==> config.mk <==
export PLATFORM = sky130hd
export DESIGN_NAME = inv_lshr_cmp_solver_flat
export DESIGN_NICKNAME = d
export VERILOG_FILES = /design/src/rtl/inv_lshr_cmp_solver_pkg.sv /design/src/rtl/inv_lshr_cmp_solver_if.sv /design/src/rtl/inv_lshr_cmp_solver_eval.sv /design/src/rtl/inv_lshr_cmp_solver.sv /design/src/flat_wrapper.sv
export SDC_FILE = /design/constraint.sdc
export NUM_CORES = 1
export LEC_CHECK = 0
export CORE_UTILIZATION = 46
export DETAILED_ROUTE_END_ITERATION = 7
export HOLD_SLACK_MARGIN = 0.03
export PLACE_DENSITY = 0.89
export RECOVER_POWER = 25
export SYNTH_ARGS = -nofsm -noshare
export SYNTH_HDL_FRONTEND = slang
export SYNTH_SLANG_ARGS = --single-unit
==> constraint.sdc <==
create_clock -name clk -period 3.7 [get_ports clk]
set_input_delay 0.74 -clock clk [delete_from_list [all_inputs] [get_ports clk]]
set_output_delay 0.74 -clock clk [all_outputs]
set_load 0.05 [all_outputs]
==> src/rtl/inv_lshr_cmp_solver_pkg.sv <==
// Shared types for the lshr comparison witness solver.
// Predicate modes, FSM states and width helpers.
package inv_solver_pkg;

    typedef enum logic [1:0] {
        ULE = 2'b00,
        ULT = 2'b01,
        SLE = 2'b10,
        SLT = 2'b11
    } cmp_mode_e;

    typedef enum logic [1:0] {
        IDLE = 2'b00,
        EVAL = 2'b01,
        RESP = 2'b10
    } solver_state_e;

    function automatic logic [15:0] min_val(input int w);
        return 16'(1) << (w - 1);
    endfunction

endpackage

==> src/rtl/inv_lshr_cmp_solver_if.sv <==
// Request/response handshake bundle for the solver.
// master issues requests, slave is the solver.
interface inv_lshr_cmp_solver_if #(
    parameter int W = 4
);
    logic         req_valid;
    logic         req_ready;
    logic [W-1:0] req_s;
    logic [W-1:0] req_t;
    logic [1:0]   req_mode;
    logic         rsp_valid;
    logic         rsp_ready;
    logic [W-1:0] rsp_x;
    logic         rsp_sat;
    logic [W:0]   rsp_iters;

    modport master (
        output req_valid, req_s, req_t, req_mode, rsp_ready,
        input  req_ready, rsp_valid, rsp_x, rsp_sat, rsp_iters
    );

    modport slave (
        input  req_valid, req_s, req_t, req_mode, rsp_ready,
        output req_ready, rsp_valid, rsp_x, rsp_sat, rsp_iters
    );
endinterface

==> src/rtl/inv_lshr_cmp_solver_eval.sv <==
// Combinational test of (x >>u s) cmp t.
// Shift amounts >= W naturally yield zero.
module lshr_cmp_eval
    import inv_solver_pkg::*;
#(
    parameter int W = 4
) (
    input  logic [W-1:0] x,
    input  logic [W-1:0] s,
    input  logic [W-1:0] t,
    input  cmp_mode_e    mode,
    output logic         hit
);
    logic [W-1:0] sh;

    assign sh = x >> s;

    // decode predicate mode into one comparison
    always_comb begin
        hit = 1'b0;
        unique case (1'b1)
            mode == ULE: hit = sh <= t;
            mode == ULT: hit = sh < t;
            mode == SLE: hit = $signed(sh) <= $signed(t);
            mode == SLT: hit = $signed(sh) < $signed(t);
            default:     hit = 1'b0;
        endcase
    end
endmodule

==> src/rtl/inv_lshr_cmp_solver.sv <==
// Minimal-x witness solver for (x >>u s) cmp t.
// Closed-form or exhaustive search, selected by SEARCH.
module inv_lshr_cmp_solver
    import inv_solver_pkg::*;
#(
    parameter int W      = 4,
    parameter int SEARCH = 0
) (
    input logic                  clk,
    input logic                  rst_n,
    inv_lshr_cmp_solver_if.slave bus
);
    localparam logic [W-1:0] MIN  = W'(min_val(W));
    localparam logic [W:0]   LAST = {1'b0, {W{1'b1}}};

    solver_state_e state;
    logic [W-1:0]  s_q;
    logic [W-1:0]  t_q;
    cmp_mode_e     mode_q;
    logic [W:0]    cnt;
    logic          armed;
    logic          ready_q;
    logic          valid_q;
    logic [W-1:0]  x_q;
    logic          sat_q;
    logic [W:0]    iters_q;
    logic          hit;
    logic [W-1:0]  cf_x;
    logic          cf_sat;

    assign bus.req_ready = ready_q;
    assign bus.rsp_valid = valid_q;
    assign bus.rsp_x     = x_q;
    assign bus.rsp_sat   = sat_q;
    assign bus.rsp_iters = iters_q;

    if (SEARCH != 0) begin : g_search
        lshr_cmp_eval #(.W(W)) u_eval (
            .x    (cnt[W-1:0]),
            .s    (s_q),
            .t    (t_q),
            .mode (mode_q),
            .hit  (hit)
        );
    end else begin : g_cf
        assign hit = 1'b0;
    end

    // closed-form minimal witness from latched operands
    always_comb begin
        cf_x   = '0;
        cf_sat = 1'b0;
        unique case (mode_q)
            ULE: cf_sat = 1'b1;
            ULT: cf_sat = t_q != '0;
            SLE: begin
                if (!t_q[W-1]) begin
                    cf_sat = 1'b1;
                end else if (s_q == '0) begin
                    cf_sat = 1'b1;
                    cf_x   = MIN;
                end
            end
            SLT: begin
                if (!t_q[W-1] && t_q != '0) begin
                    cf_sat = 1'b1;
                end else if (s_q == '0 && t_q != MIN) begin
                    cf_sat = 1'b1;
                    cf_x   = MIN;
                end
            end
            default: cf_sat = 1'b0;
        endcase
    end

    // request/evaluate/respond FSM with registered outputs
    always_ff @(posedge clk or negedge rst_n) begin
        if (!rst_n) begin
            state   <= IDLE;
            s_q     <= '0;
            t_q     <= '0;
            mode_q  <= ULE;
            cnt     <= '0;
            armed   <= 1'b0;
            ready_q <= 1'b1;
            valid_q <= 1'b0;
            x_q     <= '0;
            sat_q   <= 1'b0;
            iters_q <= '0;
        end else begin
            unique case (state)
                IDLE: begin
                    if (bus.req_valid) begin
                        s_q     <= bus.req_s;
                        t_q     <= bus.req_t;
                        mode_q  <= cmp_mode_e'(bus.req_mode);
                        cnt     <= '0;
                        armed   <= 1'b0;
                        ready_q <= 1'b0;
                        state   <= EVAL;
                    end
                end
                EVAL: begin
                    if (SEARCH == 0) begin
                        x_q     <= cf_x;
                        sat_q   <= cf_sat;
                        iters_q <= (W+1)'(1);
                        valid_q <= 1'b1;
                        state   <= RESP;
                    end else if (!armed) begin
                        // one setup cycle before the sweep starts
                        armed <= 1'b1;
                    end else if (hit) begin
                        x_q     <= cnt[W-1:0];
                        sat_q   <= 1'b1;
                        iters_q <= cnt + 1'b1;
                        valid_q <= 1'b1;
                        state   <= RESP;
                    end else if (cnt == LAST) begin
                        x_q     <= '0;
                        sat_q   <= 1'b0;
                        iters_q <= cnt + 1'b1;
                        valid_q <= 1'b1;
                        state   <= RESP;
                    end else begin
                        cnt <= cnt + 1'b1;
                    end
                end
                RESP: begin
                    if (bus.rsp_ready) begin
                        valid_q <= 1'b0;
                        ready_q <= 1'b1;
                        state   <= IDLE;
                    end
                end
                default: state <= IDLE;
            endcase
        end
    end
endmodule

==> src/flat_wrapper.sv <==
// flat-port wrapper written by rule: the top's interface ports become plain ports
module inv_lshr_cmp_solver_flat import inv_solver_pkg::*;
#(
    parameter int W      = 4,
    parameter int SEARCH = 0
)
  (clk, rst_n, bus_req_valid, bus_req_s, bus_req_t, bus_req_mode, bus_rsp_ready, bus_req_ready, bus_rsp_valid, bus_rsp_x, bus_rsp_sat, bus_rsp_iters);
  inv_lshr_cmp_solver_if #(.W(W)) bus_i ();
  input logic clk;
  input logic rst_n;
  input wire logic [$bits(bus_i.req_valid)-1:0] bus_req_valid;
  input wire logic [$bits(bus_i.req_s)-1:0] bus_req_s;
  input wire logic [$bits(bus_i.req_t)-1:0] bus_req_t;
  input wire logic [$bits(bus_i.req_mode)-1:0] bus_req_mode;
  input wire logic [$bits(bus_i.rsp_ready)-1:0] bus_rsp_ready;
  output wire logic [$bits(bus_i.req_ready)-1:0] bus_req_ready;
  output wire logic [$bits(bus_i.rsp_valid)-1:0] bus_rsp_valid;
  output wire logic [$bits(bus_i.rsp_x)-1:0] bus_rsp_x;
  output wire logic [$bits(bus_i.rsp_sat)-1:0] bus_rsp_sat;
  output wire logic [$bits(bus_i.rsp_iters)-1:0] bus_rsp_iters;
  assign bus_i.req_valid = bus_req_valid;
  assign bus_i.req_s = bus_req_s;
  assign bus_i.req_t = bus_req_t;
  assign bus_i.req_mode = bus_req_mode;
  assign bus_i.rsp_ready = bus_rsp_ready;
  assign bus_req_ready = bus_i.req_ready;
  assign bus_rsp_valid = bus_i.rsp_valid;
  assign bus_rsp_x = bus_i.rsp_x;
  assign bus_rsp_sat = bus_i.rsp_sat;
  assign bus_rsp_iters = bus_i.rsp_iters;
  inv_lshr_cmp_solver #(.W(W), .SEARCH(SEARCH)) u_core (.clk(clk), .rst_n(rst_n), .bus(bus_i));
endmodule
# == Word level (Yosys, flattened, before mapping) ==
# Index checks and enable logic that the tools add are counted.
# totals
word_cells,48
out_inout_bits,12
reg_bits,20
in_bits,14
# classes
eq_ne,8
n_reduce_logical,13
mux,18
# ops
cell,count
$mux W4,4
$pmux W4 S2,1
$mux W1,7
$eq A2 B2 Y1 const B,3
$pmux W2 S3,1
$reduce_and A2 Y1,3
$eq A2 B1 Y1 const B,2
$logic_not A2 Y1,2
$logic_not A4 Y1,1
$mux W2,2
$ne A2 B2 Y1 const B,2
$ne A4 B4 Y1 const B,1
$pmux W1 S2,2
$pmux W1 S4,1
$reduce_bool A2 Y1,2
$reduce_bool A4 Y1,1
$reduce_and A3 Y1,1
$logic_and A1 B1 Y1,2
$logic_not A1 Y1,1

# == Depth between registers and ports, before layout ==
# Gate-level depths: netlist of the first run.
# logic_depth
word_depth,5
depth_mapped,4
ltp_nobuf,3

# == Worst setup path after synthesis of the first run ==
# Ideal clock, no wire load.
# synth_timing
kind,input -> register
startpoint,input bus_req_valid
endpoint,register u_core.mode_q[0]
path_stages,4
n_path_buf,1
path_slack_ps,2114
setup_time_ps,125
required_ps,3575
arrival_time_ps,1461
path_cell_list,nand2b_1 > nor2_1 > buf_2 > mux2_2
# synth_via
elab_chain_cells,1
# synth_rtl
element,line_no,rtl
start: declaration,flat_wrapper.sv:11,input wire logic [$bits(bus_i.req_valid)-1:0] bus_req_valid;
$reduce_and A2 Y1 (no line),-,
end signal: assignment,inv_lshr_cmp_solver.sv:96,mode_q <= cmp_mode_e'(bus.req_mode);
end: declaration,inv_lshr_cmp_solver.sv:19,cmp_mode_e mode_q;
# No other way between the ends.
# A chain may end at the register's enable or synchronous reset.

# == Worst setup path in the final report of the first run ==
# layout_timing
startpoint,register u_core.ready_q (netlist: u_core.bus.req_ready)
endpoint,output bus_req_ready
# layout_rtl
element,line_no,rtl
start: declaration,inv_lshr_cmp_solver.sv:22,logic ready_q;
start signal: assignment,inv_lshr_cmp_solver.sv:85,ready_q <= 1'b1;
start signal: assignment,inv_lshr_cmp_solver.sv:99,ready_q <= 1'b0;
start signal: assignment,inv_lshr_cmp_solver.sv:132,ready_q <= 1'b1;
end: declaration,flat_wrapper.sv:16,output wire logic [$bits(bus_i.req_ready)-1:0] bus_req_ready;
# No word-level cell between the ends.

==> results of run 1 <==
how the worst max path moves through the flow:
stage / slack (ns) / endpoint / from / cells after the start
floorplan: 2.11 / u_core.mode_q[0] / bus_req_valid / 4
global placement: 1.31 / u_core.s_q[1] / bus_req_valid / 4
detailed placement: 1.27 / u_core.t_q[2] / bus_req_valid / 4
CTS: 1.31 / bus_req_ready / u_core.bus.req_ready / 1
global route: 1.30 / bus_req_ready / u_core.bus.req_ready / 1
finish: 1.33 / bus_req_ready / u_core.bus.req_ready / 1
kinds of logic (layout without fill, tap and decap cells):
kind of cell    after synthesis  after routing  synth area share, %
flops                        17             17                 56.8
simple gates                 13             13                 10.2
buf+inv                      12             26                 9.67
mux                          10             10                 15.0
compound gates                8              8                 6.67
other cells                   1              7                0.500
xor+xnor                      1              1                 1.17
power breakdown:
part           leakage [nW]  switching [mW]  internal [mW]
combinational         0.193           0.150          0.131
sequential            0.197          0.0567          0.272
clock                0.0150          0.0547         0.0419
total                 0.405           0.262          0.445
per-layer routing:
layer  up-vias  global-route usage, %  share of wire (%)
li1        237                      -                  -
met1       218                   16.3                 47
met2        16                   20.0                 48
met3         0                   3.02                5.6
met4         0                   9.38                  0
met5         -                      0                  0
worst reg2reg max path, stage by stage (launching register included):
cell and delay (ns):
sky130_fd_sc_hd__dfrtp_1 0.43, sky130_fd_sc_hd__nand2b_1 0.18, sky130_fd_sc_hd__nor2_1 0.62, sky130_fd_sc_hd__mux2_2 0.41
registers in the layout (all words and copies together), names as in the netlist:
register / count
u_core.t_q: 4
u_core.bus.rsp_x: 1
u_core.bus.rsp_valid: 1
u_core.state: 2
u_core.bus.rsp_sat: 1
u_core.bus.req_ready: 1
u_core.mode_q: 2
u_core.bus.rsp_iters: 1
u_core.s_q: 4
layout by cell type, fill, tap and decap left out:
cell	instances
sky130_fd_sc_hd__o31ai_1	1
sky130_fd_sc_hd__clkbuf_4	3
sky130_fd_sc_hd__a221oi_1	1
sky130_fd_sc_hd__nand3b_1	1
sky130_fd_sc_hd__inv_1	4
sky130_fd_sc_hd__clkdlybuf4s50_1	16
sky130_fd_sc_hd__dfrtp_1	16
sky130_fd_sc_hd__conb_1	7
sky130_fd_sc_hd__or4b_4	1
sky130_fd_sc_hd__nor4_1	1
sky130_fd_sc_hd__dlygate4sd3_1	2
sky130_fd_sc_hd__mux2_2	10
sky130_fd_sc_hd__a32oi_1	1
sky130_fd_sc_hd__or2b_1	1
sky130_fd_sc_hd__xor2_1	1
sky130_fd_sc_hd__o21ai_0	2
sky130_fd_sc_hd__nor2_1	3
sky130_fd_sc_hd__nand2b_1	3
sky130_fd_sc_hd__dfstp_2	1
sky130_fd_sc_hd__clkbuf_1	1
sky130_fd_sc_hd__nand2_1	3
sky130_fd_sc_hd__a21oi_1	3
final cells by class:
cell class	count	area share, %
flip-flops and latches	17	45.3
multi-input cells	39	29.1
repair buffers	18	19.1
clock buffers	4	2.79
well taps	16	2.12
inverters	4	1.59
metrics by stage:
step                      area (um^2)  power (mW)
final                             942       0.707
after CTS                         942       0.716
after global placement            916       0.605
after detailed placement          916       0.618
after floorplan                   773       0.543
after global routing              942       0.753
==> impl_table.tex, run 1 <==
\begin{tabular}{lr}
\hline
Metric & Value \\
\hline
\multicolumn{2}{l}{\textbf{Status}} \\
\quad Status & finished clean \\
\multicolumn{2}{l}{\textbf{Clock network}} \\
\quad Depth of the CTS H-tree & 1 \\
\quad Number of buffers created by CTS & 3 \\
\quad Clock insertion delay at the later pin of the skew report & around 0.28 ns \\
\quad Number of cells upsized or downsized after cts & 0 \\
\quad Clock tree from TritonCTS & yes \\
\quad Clock-pin slew on the worst setup and hold paths & roughly 0.090 ns \\
\quad Clock root buffer & sky130\_fd\_sc\_hd\_\_clkbuf\_4 \\
\quad Total setup buffers inserted after CTS & 0 \\
\quad Cts hold-fix bufs & 0 \\
\quad Number of clock sinks & 17 \\
\quad Maximum count of clock buffers along a single path & 2 \\
\multicolumn{2}{l}{\textbf{Timing}} \\
\quad Actual transition at the worst max-transition pin & roughly 0.8 ns \\
\quad Slew Viols, Final & 0 \\
\quad PnR worst setup slack & $\sim$1.3 ns \\
\quad Peak clock frequency supported by timing & 0.422 GHz \\
\quad Number of failing setup endpoints in the final timing report & 0 \\
\quad Worst max-slew margin expressed relative to the limit & $\sim$46\% \\
\quad Setup Skew & about 0.00040 ns \\
\quad Ratio of final minimum period to clock period & between 60\% and 70\% \\
\quad Minimum clock period & roughly 2.4 ns \\
\quad Hold slack final & roughly 0.48 ns \\
\quad Unrepaired setup endpoints after global routing & no \\
\quad Setup TNS & 0 ns \\
\quad Hold violation total from the final report & 0 \\
\multicolumn{2}{l}{\textbf{Detailed routing}} \\
\quad DRC errors left & 0 \\
\quad Wire length after detailed routing & 1.08 mm \\
\quad Detailed Routing Iterations Pass 1 & 3 \\
\quad Antenna viol nets, final & 0 \\
\quad Number of vias per cell & between 4 and 5 \\
\quad Post-detailed-route wirelength per cell & $\sim$11 um \\
\quad Via count & about 470 \\
\quad Detailed Route Iter0 Violations & 8 \\
\multicolumn{2}{l}{\textbf{Global route}} \\
\quad Wire length of the first global-routing pass & 1.72 mm \\
\quad Antenna violations before repair & 0 \\
\quad Aggregate global routing overflow & 0 \\
\quad Pin count of the biggest net entering global routing & 18 \\
\quad Via count of the first global-routing pass & between 400 and 500 \\
\quad Global-route total usage across every layer & 13.2\% \\
\multicolumn{2}{l}{\textbf{Placed design}} \\
\quad Placed instance count & 94 \\
\quad Placement Setup Slack & around 1.3 ns \\
\quad Routability cong. & 0.671 \\
\quad HPWL after DPL & $\sim$820 um \\
\quad IO Port Bufs & 18 \\
\multicolumn{2}{l}{\textbf{Floorplan}} \\
\quad Starting utilization of the core area & 49.3\% \\
\quad Die width & $\sim$42 um \\
\quad I/O pin count & 26 \\
\quad Number of placement rows & 14 \\
\quad Die height & roughly 42 um \\
\quad Overall die area & around 1800 um\^{}2 \\
\quad Area inside the core boundary & 1520 um\^{}2 \\
\multicolumn{2}{l}{\textbf{Critical path}} \\
\quad Number of cells on the worst reg-to-reg path & 3 \\
\quad Crit path max-delay cell type & sky130\_fd\_sc\_hd\_\_clkdlybuf4s50\_1 \\
\quad Element type at the critical path end & output pin \\
\quad CP Max Fanout & 3 \\
\quad Type of the worst setup path & register to output pin \\
\quad Buffers and inverters on the worst path & 1 \\
\quad R2R Path Start & u\_core.state[0] \\
\quad Type of origin of the critical path & register \\
\quad Category of cells accounting for the largest share of critical-path delay & buffers and inverters \\
\quad End of the worst register-to-register path & u\_core.t\_q[1] \\
\quad Ordered cell list for the critical path & clkdlybuf4s50\_1 \\
\quad Required time of the worst setup path & a little under 3 ns \\
\quad Crit path largest cell delay & roughly 0.80 ns \\
\quad Endpoint arrival time on the critical path & between 1.5 and 2 ns \\
\quad Register-to-Register Setup Slack & around 2 ns \\
\multicolumn{2}{l}{\textbf{Final layout}} \\
\quad Area used by multi-input combinational logic & roughly 270 um\^{}2 \\
\quad Share of cells above drive strength 1 & a little under a fifth \\
\quad Number of nets in the final layout & slightly below 100 \\
\quad Number of inserted filler cells in the final layout & approximately 140 \\
\quad Final core utilization & between 60 and 70\% \\
\quad Layout overhead on the synthesized area & 25.5\% \\
\quad Number of non-filler instances in the completed layout & about 100 \\
\quad Storage cell area & approximately 430 um\^{}2 \\
\quad Number of diodes & 0 \\
\multicolumn{2}{l}{\textbf{Yosys}} \\
\quad Portion of synthesized cell area occupied by the leading cell type & between 50\% and 60\% \\
\quad Top cells by count, synth & sky130\_fd\_sc\_hd\_\_dfrtp\_1, sky130\_fd\_sc\_hd\_\_mux2\_2, sky130\_fd\_sc\_hd\_\_buf\_4 \\
\quad Synth async-reset ratio & 100\% \\
\quad Sequential share of the synthesized area & around 57\% \\
\quad Library cell with the largest summed area after synthesis & sky130\_fd\_sc\_hd\_\_dfrtp\_1 \\
\quad Mean Syn Cell Area & between 10 and 15 um\^{}2 \\
\quad Gate Count Post-Synth & 62 \\
\quad Cells taking the most area after synthesis & sky130\_fd\_sc\_hd\_\_dfrtp\_1, sky130\_fd\_sc\_hd\_\_mux2\_2, sky130\_fd\_sc\_hd\_\_buf\_4 \\
\quad Most used DFF post-synth & sky130\_fd\_sc\_hd\_\_dfrtp\_1 \\
\quad Synthesized flop and latch total & 17 \\
\quad Post-synthesis cell type count & 20 \\
\quad Synthesis warning total & 0 \\
\quad Summed instance area of the synthesized netlist & 751 um\^{}2 \\
\quad Number of synthesized flops with an enable pin & 0 \\
\quad Most used standard cell by instance count after synthesis & sky130\_fd\_sc\_hd\_\_dfrtp\_1 \\
\multicolumn{2}{l}{\textbf{Hold path}} \\
\quad Worst Hold Launch & u\_core.bus.rsp\_iters[0] \\
\quad Hold/Removal Path Class & register to register \\
\quad WHS Path Cells & 1 \\
\quad Hold path endpoint & u\_core.bus.rsp\_iters[0] \\
\multicolumn{2}{l}{\textbf{Power and ir drop}} \\
\quad IR Drop Worst-Case VDD & about 0.36 mV \\
\quad Leakage power & 0.405 nW \\
\quad Power per cell area & 751 nW/um\^{}2 \\
\multicolumn{2}{l}{\textbf{Flow run}} \\
\quad \# Max-Cap Violations & 0 \\
\hline
\end{tabular}
(Power assumes the default switching activity.)
==> inputs of run 2 (changes only) <==
- CORE_UTILIZATION: 46 -> 43
- PLACE_DENSITY: 0.89 -> 0.85
- clock period: 3.7 -> 2.2 ns (I/O delays scaled with it)
==> impl_table.tex, run 2 (same netlist as run 1, synthesis figures left out) <==
\begin{tabular}{lr}
\hline
Metric & Value \\
\hline
\multicolumn{2}{l}{\textbf{Critical path}} \\
\quad Critical path origin & u\_core.bus.req\_ready \\
\quad Type of the worst setup path & register to output pin \\
\quad Register-to-Register Setup Slack & 0.58 ns (-1.38 ns) \\
\quad Type of origin of the critical path & register \\
\quad Number of cells on the worst reg-to-reg path & 4 (+1) \\
\quad Buffers and inverters on the worst path & 1 (unchanged) \\
\quad End of the worst register-to-register path & u\_core.t\_q[1] \\
\quad Category of cells accounting for the largest share of critical-path delay & buffers and inverters \\
\quad Crit path max-delay cell type & sky130\_fd\_sc\_hd\_\_clkdlybuf4s50\_1 \\
\quad Crit path largest cell delay & 0.81 ns (about the same) \\
\quad Ordered cell list for the critical path & clkdlybuf4s50\_1 \\
\quad Endpoint arrival time on the critical path & 1.65 ns (+0.02 ns) \\
\quad Number of cells on the critical path & 1 (unchanged) \\
\quad Capture point of the critical path & bus\_req\_ready \\
\quad Required time of the worst setup path & 1.76 ns (-1.20 ns) \\
\quad R2R Path Start & u\_core.state[0] \\
\quad Element type at the critical path end & output pin \\
\quad CP Max Fanout & 3 (unchanged) \\
\multicolumn{2}{l}{\textbf{Timing}} \\
\quad Unrepaired setup endpoints after global routing & no \\
\quad Hold violation total from the final report & 0 (unchanged) \\
\quad Peak clock frequency supported by timing & 0.478 GHz \\
\quad Actual transition at the worst max-transition pin & 0.752 ns (-0.0478 ns) \\
\quad PnR worst setup slack & 0.107 ns (-1.23 ns) \\
\quad Hold slack final & 0.476 ns (-0.00735 ns) \\
\quad Minimum clock period & 2.09 ns \\
\quad Slew Viols, Final & 0 (unchanged) \\
\quad Ratio of final minimum period to clock period & around 95\% \\
\quad Setup TNS & 0 ns (unchanged) \\
\quad Worst max-slew margin expressed relative to the limit & 49.7\% (+3.2 points) \\
\quad Setup Skew & 0.00151 ns (+0.00112 ns) \\
\quad Number of failing setup endpoints in the final timing report & 0 (unchanged) \\
\multicolumn{2}{l}{\textbf{Detailed routing}} \\
\quad Antenna viol nets, final & 0 (unchanged) \\
\quad Detailed Route Iter0 Violations & 8 (unchanged) \\
\quad Via count & 494 (+4.9\%) \\
\quad Wire length after detailed routing & 1.18 mm (+9.6\%) \\
\quad Detailed Routing Iterations Pass 1 & 6 (+3) \\
\quad Post-detailed-route wirelength per cell & 12.0 um (+8.5\%) \\
\quad Number of vias per cell & 4.99 (+3.8\%) \\
\quad DRC errors left & 1 (+1) \\
\multicolumn{2}{l}{\textbf{Clock network}} \\
\quad Clock insertion delay at the later pin of the skew report & 0.29 ns (about the same) \\
\quad Total setup buffers inserted after CTS & 0 (unchanged) \\
\quad Depth of the CTS H-tree & 1 (unchanged) \\
\quad Maximum count of clock buffers along a single path & 2 (unchanged) \\
\quad Clock-pin slew on the worst setup and hold paths & 0.10 ns (about the same) \\
\quad Clock tree from TritonCTS & yes \\
\quad Cts hold-fix bufs & 0 (unchanged) \\
\quad Clock root buffer & sky130\_fd\_sc\_hd\_\_clkbuf\_4 \\
\quad Number of cells upsized or downsized after cts & 0 (unchanged) \\
\quad Number of clock sinks & 17 (unchanged) \\
\quad Number of buffers created by CTS & 3 (unchanged) \\
\multicolumn{2}{l}{\textbf{Floorplan}} \\
\quad Starting utilization of the core area & 47.6\% (-1.6 points) \\
\quad Overall die area & 1920 um\^{}2 (+6.6\%) \\
\quad Die height & 43.8 um (+3.3\%) \\
\quad I/O pin count & 26 (unchanged) \\
\quad Die width & 43.8 um (+3.3\%) \\
\quad Area inside the core boundary & 1580 um\^{}2 (+3.4\%) \\
\quad Number of placement rows & 14 (unchanged) \\
\multicolumn{2}{l}{\textbf{Global route}} \\
\quad Wire length of the first global-routing pass & 2.04 mm (+19\%) \\
\quad Global-route total usage across every layer & 15.3\% (+2.2 points) \\
\quad Antenna violations before repair & 0 (unchanged) \\
\quad Via count of the first global-routing pass & 485 (+8.7\%) \\
\quad Aggregate global routing overflow & 0 (unchanged) \\
\quad Pin count of the biggest net entering global routing & 18 (unchanged) \\
\multicolumn{2}{l}{\textbf{Final layout}} \\
\quad Number of nets in the final layout & 98 (+1.0\%) \\
\quad Layout overhead on the synthesized area & 26.2\% \\
\quad Number of inserted filler cells in the final layout & 135 (unchanged) \\
\quad Number of non-filler instances in the completed layout & 99 (+1.0\%) \\
\quad Share of cells above drive strength 1 & 19.3\% (+0.98 points) \\
\quad Commonest non-fill, non-tap cells in the layout & sky130\_fd\_sc\_hd\_\_dfrtp\_1, sky130\_fd\_sc\_hd\_\_clkdlybuf4s50\_1, sky130\_fd\_sc\_hd\_\_mux2\_2 \\
\quad Most common cell after layout, fill and taps aside & sky130\_fd\_sc\_hd\_\_dfrtp\_1 \\
\quad Number of diodes & 0 (unchanged) \\
\quad Largest registers & u\_core.s\_q: 4 flops, u\_core.t\_q: 4 flops \\
\multicolumn{2}{l}{\textbf{Placed design}} \\
\quad IO Port Bufs & 18 (unchanged) \\
\quad Placed instance count & 95 (+1.1\%) \\
\quad Placement Setup Slack & 0.423 ns (-0.851 ns) \\
\quad Routability cong. & 0.652 (-2.8\%) \\
\quad HPWL after DPL & 930 um (+13\%) \\
\multicolumn{2}{l}{\textbf{Power and ir drop}} \\
\quad Leakage power & 0.409 nW (+1.0\%) \\
\quad IR Drop Worst-Case VDD & 0.650 mV (+79\%) \\
\quad Power per cell area & 1270 nW/um\^{}2 (+69\%) \\
\multicolumn{2}{l}{\textbf{Status}} \\
\quad Violations in the final reports & DRC \\
\quad Status & finished, violations left \\
\multicolumn{2}{l}{\textbf{Flow run}} \\
\quad \# Max-Cap Violations & 0 (unchanged) \\
\multicolumn{2}{l}{\textbf{Hold path}} \\
\quad WHS Path Cells & 1 (unchanged) \\
\quad Hold/Removal Path Class & register to register \\
\hline
\end{tabular}
==> run 2: cell types whose count changed in the layout (fill, tap and decap cells not counted) <==
cell,change
sky130_fd_sc_hd__clkdlybuf4s50_1,-1
sky130_fd_sc_hd__clkinv_2,+1
sky130_fd_sc_hd__dlygate4sd3_1,+1
==> run 2: worst min-delay path by stage <==
stage,startpoint,to,slack (ns)
6_report,u_core.bus.rsp_iters[0],u_core.bus.rsp_iters[0],0.48
5_1_grt,u_core.bus.rsp_iters[0],u_core.bus.rsp_iters[0],0.51
4_1_cts,u_core.bus.rsp_iters[0],u_core.bus.rsp_iters[0],0.48
3_5_place_dp,u_core.bus.rsp_iters[0],u_core.bus.rsp_iters[0],0.45
3_3_place_gp,u_core.bus.rsp_iters[0],u_core.bus.rsp_iters[0],0.45
2_1_floorplan,rst_n,u_core.bus.rsp_iters[0],0.14
==> run 2: per-stage QoR <==
step	cell area [um^2]	utilization [%]	total power, mW
finish	947	60.1	1.20
global route	947	60.1	1.29
CTS	951	60.3	1.23
detailed placement	923	58.6	1.06
global placement	923	58.6	1.03
floorplan	773	-	0.912
==> run 2: metal layers <==
layer	share of wire [%]	up-vias	GRT usage, %
li1	-	237	-
met1	40	235	16.4
met2	54	22	26.9
met3	5.4	0	3.75
met4	0	0	9.38
met5	0	-	0
==> run 2: power by group <==
part	switching [mW]	leakage [nW]	total, mW	internal, mW
Clock	0.0959	0.0177	0.164	0.0676
Sequential	0.102	0.197	0.560	0.458
Combinational	0.259	0.194	0.481	0.223
==> run 2: layout make-up <==
cell class                 instances  area [um^2]  share of cell area [%]
multi-input combinational         39          274                    28.9
clock buffer                       3         22.5                    2.38
timing repair buffer              19          184                    19.4
tap                               16         20.0                    2.11
clock inverter                     1         5.00                   0.528
sequential                        17          427                    45.0
inverter                           4         15.0                    1.59
